==> src/rtl/seg7_pkg.sv <==
// Shared types and constants for the GPIO seven-segment display: FSM states,
// the active-low DE2 segment table and the binary-to-BCD conversion helpers.
package seg7_pkg;

  typedef enum logic [1:0] {
    ST_IDLE = 2'd0,
    ST_CONV = 2'd1,
    ST_LOAD = 2'd2
  } state_e;

  localparam int BIN_W       = 32;
  localparam int BCD_DIGITS  = 10;
  localparam int BCD_W       = 4 * BCD_DIGITS;
  localparam int DISP_DIGITS = 8;

  localparam logic [6:0] SEG_BLANK = 7'h7F;

  // Segment order {g,f,e,d,c,b,a}, a lit segment is 0.
  localparam logic [6:0] SEG_TABLE [16] = '{
    7'h40, 7'h79, 7'h24, 7'h30, 7'h19, 7'h12, 7'h02, 7'h78,
    7'h00, 7'h10, 7'h08, 7'h03, 7'h46, 7'h21, 7'h06, 7'h0E
  };

  // Double-dabble correction: any BCD digit >= 5 gets +3 before the shift.
  function automatic logic [BCD_W-1:0] bcd_adjust(input logic [BCD_W-1:0] bcd);
    logic [BCD_W-1:0] r;
    r = bcd;
    for (int k = 0; k < BCD_DIGITS; k++) begin
      if (bcd[4*k +: 4] >= 4'd5) r[4*k +: 4] = bcd[4*k +: 4] + 4'd3;
    end
    return r;
  endfunction

  // Digits above the most-significant nonzero digit; digit 0 is never blanked.
  function automatic logic [DISP_DIGITS-1:0] lead_zero_mask(input logic [4*DISP_DIGITS-1:0] nibs);
    logic [DISP_DIGITS-1:0] m;
    logic                   zero_above;
    m          = '0;
    zero_above = 1'b1;
    for (int i = DISP_DIGITS - 1; i > 0; i--) begin
      zero_above = zero_above && (nibs[4*i +: 4] == 4'd0);
      m[i]       = zero_above;
    end
    return m;
  endfunction

endpackage

==> src/rtl/seg7_encode.sv <==
// Combinational nibble to active-low seven-segment decoder.
module seg7_encode
  import seg7_pkg::*;
(
  input  logic [3:0] nib,
  output logic [6:0] seg
);

  assign seg = SEG_TABLE[nib];

endmodule

==> src/rtl/gpio_seg_display.sv <==
// CPU GPIO word to eight seven-segment digits, hex or decimal (serial double dabble).
// Optional macro GPIO_SEG_BLANK_EN blanks leading zero digits in both modes.
module gpio_seg_display
  import seg7_pkg::*;
#(
  parameter int   DIGITS       = 8,
  parameter logic HEX_MODE_RST = 1'b1
) (
  input  logic        clk,
  input  logic        rst,
  input  logic        gpio_we,
  input  logic [31:0] gpio_wdata,
  input  logic        mode_hex,
  output logic [6:0]  HEX0,
  output logic [6:0]  HEX1,
  output logic [6:0]  HEX2,
  output logic [6:0]  HEX3,
  output logic [6:0]  HEX4,
  output logic [6:0]  HEX5,
  output logic [6:0]  HEX6,
  output logic [6:0]  HEX7,
  output logic        busy,
  output logic        overflow
);

  state_e                     state_q, state_d;
  logic [BIN_W-1:0]           bin_q, bin_d;
  logic [BCD_W-1:0]           bcd_q, bcd_d;
  logic [BCD_W-1:0]           bcd_adj;
  logic [4:0]                 cnt_q, cnt_d;
  logic                       pend_valid_q, pend_valid_d;
  logic [31:0]                pend_data_q, pend_data_d;
  logic                       pend_mode_q, pend_mode_d;
  logic                       ovf_q, ovf_d;
  logic [DIGITS-1:0][6:0]     hex_q, hex_d;
  logic [DIGITS-1:0][6:0]     enc_seg;
  logic [DIGITS-1:0]          blank_mask;
  logic                       load_en;
  logic [4*DIGITS-1:0]        load_nib;
  logic [31:0]                req_data;
  logic                       req_mode;

  assign bcd_adj = bcd_adjust(bcd_q);

  always_comb begin
    state_d      = state_q;
    bin_d        = bin_q;
    bcd_d        = bcd_q;
    cnt_d        = cnt_q;
    pend_valid_d = pend_valid_q;
    pend_data_d  = pend_data_q;
    pend_mode_d  = pend_mode_q;
    ovf_d        = ovf_q;
    load_en      = 1'b0;
    load_nib     = '0;
    // A live strobe in IDLE is newer than anything pending, so it takes priority.
    req_data     = gpio_we ? gpio_wdata : pend_data_q;
    req_mode     = gpio_we ? mode_hex : pend_mode_q;

    case (state_q)
      ST_IDLE: begin
        if (gpio_we || pend_valid_q) begin
          pend_valid_d = 1'b0;
          if (req_mode) begin
            load_en  = 1'b1;
            load_nib = req_data;
            ovf_d    = 1'b0;
          end else begin
            bin_d   = req_data;
            bcd_d   = '0;
            cnt_d   = '0;
            state_d = ST_CONV;
          end
        end
      end
      ST_CONV: begin
        bcd_d = {bcd_adj[BCD_W-2:0], bin_q[BIN_W-1]};
        bin_d = {bin_q[BIN_W-2:0], 1'b0};
        cnt_d = cnt_q + 5'd1;
        if (cnt_q == 5'd31) state_d = ST_LOAD;
      end
      ST_LOAD: begin
        load_en  = 1'b1;
        load_nib = bcd_q[4*DIGITS-1:0];
        ovf_d    = |bcd_q[BCD_W-1:4*DIGITS];
        state_d  = ST_IDLE;
      end
      default: state_d = ST_IDLE;
    endcase

    if (state_q != ST_IDLE && gpio_we) begin
      pend_valid_d = 1'b1;
      pend_data_d  = gpio_wdata;
      pend_mode_d  = mode_hex;
    end
  end

`ifdef GPIO_SEG_BLANK_EN
  assign blank_mask = lead_zero_mask(load_nib);
`else
  assign blank_mask = '0;
`endif

  generate
    for (genvar gi = 0; gi < DIGITS; gi++) begin : g_digit
      seg7_encode u_enc (
        .nib (load_nib[4*gi +: 4]),
        .seg (enc_seg[gi])
      );
      assign hex_d[gi] = load_en ? (blank_mask[gi] ? SEG_BLANK : enc_seg[gi]) : hex_q[gi];
    end
  endgenerate

  always_ff @(posedge clk) begin
    if (rst) begin
      state_q      <= ST_IDLE;
      bin_q        <= '0;
      bcd_q        <= '0;
      cnt_q        <= '0;
      pend_valid_q <= 1'b0;
      pend_data_q  <= '0;
      pend_mode_q  <= HEX_MODE_RST;
      ovf_q        <= 1'b0;
      hex_q        <= {DIGITS{SEG_BLANK}};
    end else begin
      state_q      <= state_d;
      bin_q        <= bin_d;
      bcd_q        <= bcd_d;
      cnt_q        <= cnt_d;
      pend_valid_q <= pend_valid_d;
      pend_data_q  <= pend_data_d;
      pend_mode_q  <= pend_mode_d;
      ovf_q        <= ovf_d;
      hex_q        <= hex_d;
    end
  end

  assign HEX0     = hex_q[0];
  assign HEX1     = hex_q[1];
  assign HEX2     = hex_q[2];
  assign HEX3     = hex_q[3];
  assign HEX4     = hex_q[4];
  assign HEX5     = hex_q[5];
  assign HEX6     = hex_q[6];
  assign HEX7     = hex_q[7];
  assign busy     = (state_q != ST_IDLE);
  assign overflow = ovf_q;

endmodule

==> config.mk <==
export PLATFORM = sky130hd
export DESIGN_NAME = gpio_seg_display
export DESIGN_NICKNAME = d
export VERILOG_FILES = /design/src/rtl/seg7_pkg.sv /design/src/rtl/seg7_encode.sv /design/src/rtl/gpio_seg_display.sv
export SDC_FILE = /design/constraint.sdc
export NUM_CORES = 1
export LEC_CHECK = 0
export ABC_AREA = 1
export CAP_MARGIN = 20
export CORE_MARGIN = 8
export CORE_UTILIZATION = 45
export DETAILED_ROUTE_END_ITERATION = 8
export PLACE_DENSITY = 0.65
export SETUP_SLACK_MARGIN = 0.02
export SYNTH_ARGS = -nofsm -noshare
export SYNTH_HDL_FRONTEND = slang
export SYNTH_HIERARCHICAL = 1
export SYNTH_SLANG_ARGS = --single-unit
export TNS_END_PERCENT = 10
==> constraint.sdc <==
create_clock -name clk -period 2.25 [get_ports clk]
set_input_delay 0.225 -clock clk [delete_from_list [all_inputs] [get_ports clk]]
set_output_delay 0.225 -clock clk [all_outputs]
set_load 0.01 [all_outputs]
After elaboration in Yosys (flattened, before gate mapping)
Memory sizes are Yosys's and may differ from the RTL's. A register that Yosys moved wholly into a read port is not among the register bits.
Index checks and enable logic that the tools add are counted.
W data, S select, Z words.

word-level totals
  flip-flop bits (word level) = 114
  bits in read-only memories = 896
  memories kept = 8
  input port bits = 36
  logic and storage cells = 102

operators by class
  equality and inequality tests = 7
  mux-type cells = 37
  reduce and logical (&&, ||, !) cells = 13
  order comparisons = 10
  add/subtract/negate cells = 11
  bitwise gates (word level) = 8

memory list
  memory           words  bits a word  read ports  clocked after Yosys merged registers in  wr ports  RTL line          RTL
  (no name shown)  16     7            1           1                                        0         seg7_encode.sv:9  assign seg = SEG_TABLE[nib];
  (no name shown)  16     7            1           1                                        0         seg7_encode.sv:9
  (no name shown)  16     7            1           1                                        0         seg7_encode.sv:9
  (no name shown)  16     7            1           1                                        0         seg7_encode.sv:9
  (no name shown)  16     7            1           1                                        0         seg7_encode.sv:9
  (no name shown)  16     7            1           1                                        0         seg7_encode.sv:9
  +2 memories      --     --           --          --                                       --        --

operators by type and width
  kind                   number
  $mux W32               5
  $pmux W32 S2           2
  $mux W40               2
  $pmux W40 S2           1
  $ge A4 B3 Y1 const B   10
  $not A4 Y5             8
  $add A4 B2 Y4 const B  9
  $mux W4                9
  $mux W5                2
  $pmux W5 S2            1
  $reduce_bool A2 Y1     5
  $reduce_and A3 Y1      3
  $mux W1                8
  $ne A2 B2 Y1 const B   4
  $reduce_or A8 Y1       1
  $mux W2                3
  $add A5 B1 Y5 const B  1
  $eq A5 B5 Y1 const B   1
  $pmux W1 S2            2
  $pmux W2 S2            1
  $add A3 B2 Y3 const B  1
  $mux W3                1
  $eq A2 B1 Y1 const B   1
  $eq A2 B2 Y1 const B   1
  other kinds (4)        4

Longest topological paths before layout
  depth in word-level cells = 5
  mapped depth = 17
  gate-level depth less buffers = 16

Hierarchy
The synthesis kept the hierarchy.

modules (own cells, without submodules)
  module                               cells each  times used  area each (sq um)
  gpio_seg_display                     1273        1           8359.3
  seg7_encode at g_digit[0].u_enc ...  49          7           274.0
  seg7_encode at g_digit[2].u_enc      51          1           275.3

Worst setup path before layout
No wires, ideal clock.

  path kind = register -> register
  start = register state_q[1]
  end = register hex_q, in the netlist HEX2[3]
  period minus slack after synthesis = 2323 ps
  data arrival time = 2189 ps
  stages on the path, launching flop included = 16
  path slack = -73 ps
  buffers on the path = 2
  library setup time = 134 ps
  cell sequence = dfxtp_1 > inv_2 > nor2_1 > inv_2 > buf_2 > buf_2 > o21ai_0 > inv_1 > ha_1 > inv_1 > nand2_1 > nand2_1 > nand2_1 > nand2_1 > nand2_1 > nand3_1

between the ends
  cells in the longest elaborated chain, start to end = 3

RTL lines
  what                                              RTL line                 RTL
  start: declaration                                gpio_seg_display.sv:26   state_e state_q, state_d;
  start signal: assignment                          gpio_seg_display.sv:126  state_q <= state_d;
  $eq A2 B2 Y1 or $logic_not A2 Y1 (tied branches)  gpio_seg_display.sv:60   case (state_q)
  $pmux W32 S2 (*)                                  gpio_seg_display.sv:60
  via load_nib[8]                                   gpio_seg_display.sv:39   logic [4*DIGITS-1:0] load_nib;
  $not A4 Y5 (implied by the code) (*)              seg7_encode.sv:9
  end: declaration                                  gpio_seg_display.sv:35   logic [DIGITS-1:0][6:0] hex_q, hex_d;

Mark *: on every way through the listed nets, which the timed path passes. The rest lies on a longest branch.
A chain may end at the register's enable or synchronous reset.

Worst setup path in the final report
Ends and elaborated chain as after synthesis.

==> impl_results.md <==
* Worst Path Required at 2.56 ns
* Cells on worst reg2reg path at 18
* Slew headroom at 0.555
* Cell depth of the worst setup path at 18
* Synth Area in Simple Gates at 0.382
* Share of cells above drive strength 1 at 0.102
* Fin. Hold Viols at 0
* Count leader, synth: nand2_1
* Cell Chain, Critical Path: inv_2, nand2_1, nor2_2, nand2_2, inv_4, buf_12, buf_4, nand2_1, o21ai_1, inv_2, ha_1, inv_1, nand2_1, nand2_1, nand2_1, nand2_1, nand2_1, nand3_1
* Std-Cell Core Area at around 0.023 sq mm
* Hold_ws at ~0.15 ns
* Overall routed net length at ~28,000 microns
* HP Class: input port to register
* Routed vias at about 11,000
* Port Buffers at 93
* Buf/Inv on CP at 6
* Die Ht at about 170 microns
* Total CTS buffers at 17
* Clock sinks at 170
* Initial Utilization at 0.454
* Ys Warns at 6
* Worst skew pair latency at ~0.44 ns
* Worst Path Class, Setup: register to register
* Met2 WL at between 10,000 and 15,000 microns
* CTS tree: done
* Setup violations, final at 0
* Post-synthesis mux area share at 0
* Post-synthesis cell count at 1,667
* Global Route Usage Sum at 0.193
* Routed metal-1 wirelength at approximately 14,000 microns
* Non-filler cells, final at 2,131
* Routed Antenna Nets at 0
* CTS root buf: clkbuf_16
* Average cell area after synthesis at roughly 6.3 sq um
* Syn nets at between 1,500 and 2,000
* Drt pass-1 iters at 7
* Routability congestion estimate at around 0.87
* Hold Path Stages at 3
* Least-Margin Pin Slew at ~0.67 ns
* Synth Register Bits at 170
* Crit path time final at around 2.1 ns
* Clock skew at 0.0109 ns
* P&R area growth vs syn at 22.5%
* Crit-path most repeated cell: nand2_1
* # Max-Cap Violations at 0
* Die area at around 0.029 sq mm
* VDD IR max at 0.000444 V
* Clock buffer depth at 2
* Largest stage delay on the critical path at between 0.3 and 0.4 ns
* Num ports at 94
* Number of global-route vias before repair at around 9,800
* Fmax at between 400 and 500 MHz
* Antenna diode count at 0
* Wire length per cell at approximately 13 microns
* Layout net count at between 1,500 and 2,000
* Startpoint Class: register
* H-tree levels at 4
* Power after layout at between 7 and 8 mW
* Row cnt at 56
* Synth Area in XOR/XNOR at 0
* Register area share after synthesis at 0.323
* Pwr Density at roughly 600 mW/mm^2
* Synth Flop Type: dfxtp_1
* Post-synth EDFFs at 0
* Final period util at 0.914
* Post-synth ARST share at 0
* Worst-path clk slew at 0.07 ns
* Leakage power at approximately 6.1 nW
* Design Area, Final at 0.0129 sq mm
* DP Wirelength at 19,500 microns
* Outcome: finished clean
* Top cells by area, synth: dfxtp_1 32%, nand2_1 22%, nand3_1 13%
* Global-route wire length before repair at about 47,000 microns
* Slowest stage cell, crit path: dfxtp_1
* Post-Synth Adder-Cell Area at 0.0937
* Initial DRC Count at 795
* Initial antenna violation count at 0
* Vias per inst at just under 5
* Final Max Tran Viols at 0
* CP Data Arrival Time at 2.37 ns
* RSZ-0062 raised after global routing: yes
* Post-synth top area cell: dfxtp_1
* Netlist cell types at 26
* Commonest cells in the netlist: 611 x nand2_1, 280 x nand3_1, 170 x dfxtp_1, 141 x inv_1, 137 x o21ai_0
* Largest net degree at the start of global routing at 76
* Number of remaining DRC errors at 0
* Largest family of logic cells by synthesized area: simple AND/OR/NAND/NOR gates
* Top Metal Used: met4
* Synth top area share at 0.323
* GRT overflow at 0
* Placed cell area at 0.0123 sq mm
* CP delay by family, top: simple AND/OR/NAND/NOR gates
* Worst setup EP type: register
* Cells after DPL at 2,094
* Complex-gate fraction of the synthesized area at 0.0966
* Mapped Area at 0.0106 sq mm
* Routed met3 length at 1160 microns
* Crit path max fanout at 15
* DIE WIDTH at around 170 microns
-- flip-flops by register name (all words and copies together) (netlist names) --
signal        cells
HEX6              7
HEX0              7
pend_mode_q       1
pend_valid_q      1
bin_q            32
HEX5              7
HEX2              7
state_q           2
HEX7              7
HEX1              7
overflow          1
bcd_q            40
HEX4              7
HEX3              7
pend_data_q      32
cnt_q             5
-- stage by stage --
stage	TNS [ns]	worst slack, ns	util
after floorplan	-0.0326	-0.0281	-
after global placement	-4.20	-0.194	0.528
after detailed placement	-5.67	-0.212	0.528
after CTS	0	0.0438	0.553
after global routing	0	0.00531	0.556
final	0	0.194	0.556
-- worst reg2reg max path, stage by stage (launching register included) --
cell and delay, ns:
dfxtp_1 0.32, inv_2 0.06, nand2_1 0.08, nor2_2 0.13
nand2_2 0.09, inv_4 0.09, buf_12 0.16, buf_4 0.13
nand2_1 0.04, o21ai_1 0.11, inv_2 0.09, ha_1 0.30
inv_1 0.04, nand2_1 0.05, nand2_1 0.05, nand2_1 0.05
nand2_1 0.04, nand2_1 0.06, nand3_1 0.06
-- path summary, 6_finish.rpt --
path / slack (ns) / end / start
hold / removal: 0.15 / pend_mode_q / gpio_we
hold reg to reg: 0.45 / pend_data_q[21] / pend_data_q[21]
setup / recovery: 0.19 / HEX2[3] / state_q[1]
setup reg to reg: 0.19 / HEX2[3] / state_q[1]
-- per-layer routing --
layer	vias to the layer above	track usage
met5	-	0
met4	0	0.0581
met1	4738	0.261
li1	5579	-
met2	163	0.314
met3	24	0.0281
-- area by class of cell --
type / instances / area (sq um)
multi-input combinational: 1247 / 6060
tap: 319 / 399
clock buffer: 18 / 429
clock inverter: 14 / 135
fill: 2323 / 10300
sequential: 170 / 3400
inverter: 153 / 579
timing repair buffer: 210 / 1920
-- what timing repair did --
item / 4_1_cts / 5_1_grt
cloned: 0 / 1
hold buffers: 0 / 0
resized for setup: 3 / 18
setup buffers: 0 / 4
setup endpoints to repair: 7 / 52
-- cell usage in the layout, fill, tap and decap left out, drive strengths merged --
cell | Yosys | final
a21oi | 36 | 36
o21bai | 2 | 2
buf | 68 | 117
nand3 | 280 | 280
clkinv | 0 | 6
o211ai | 1 | 1
bufinv | 0 | 1
nand2 | 613 | 613
clkdlybuf4s50 | 0 | 92
ha | 79 | 79
nand4 | 3 | 3
inv | 153 | 159
nor4 | 1 | 1
clkinvlp | 0 | 1
nor3 | 1 | 1
nand3b | 1 | 1
clkbuf | 29 | 19
or2 | 1 | 1
nor2 | 71 | 71
dfxtp | 170 | 170
o21ai | 158 | 158
-- power breakdown --
part / internal (mW) / leakage (nW) / switching, mW / total (mW)
sequential: 3.20 / 1.39 / 0.0965 / 3.30
clock: 1.55 / 0.276 / 1.35 / 2.90
combinational: 0.679 / 4.44 / 0.912 / 1.59
total: 5.43 / 6.10 / 2.36 / 7.79
-- cells by family after synthesis --
family,after synthesis
DFF,170
AOI/OAI and AO/OA,197
buffers and inverters,250
adders and majority gates,79
and+or+nand+nor,971
No activity file was read; power rests on OpenSTA's default activity.
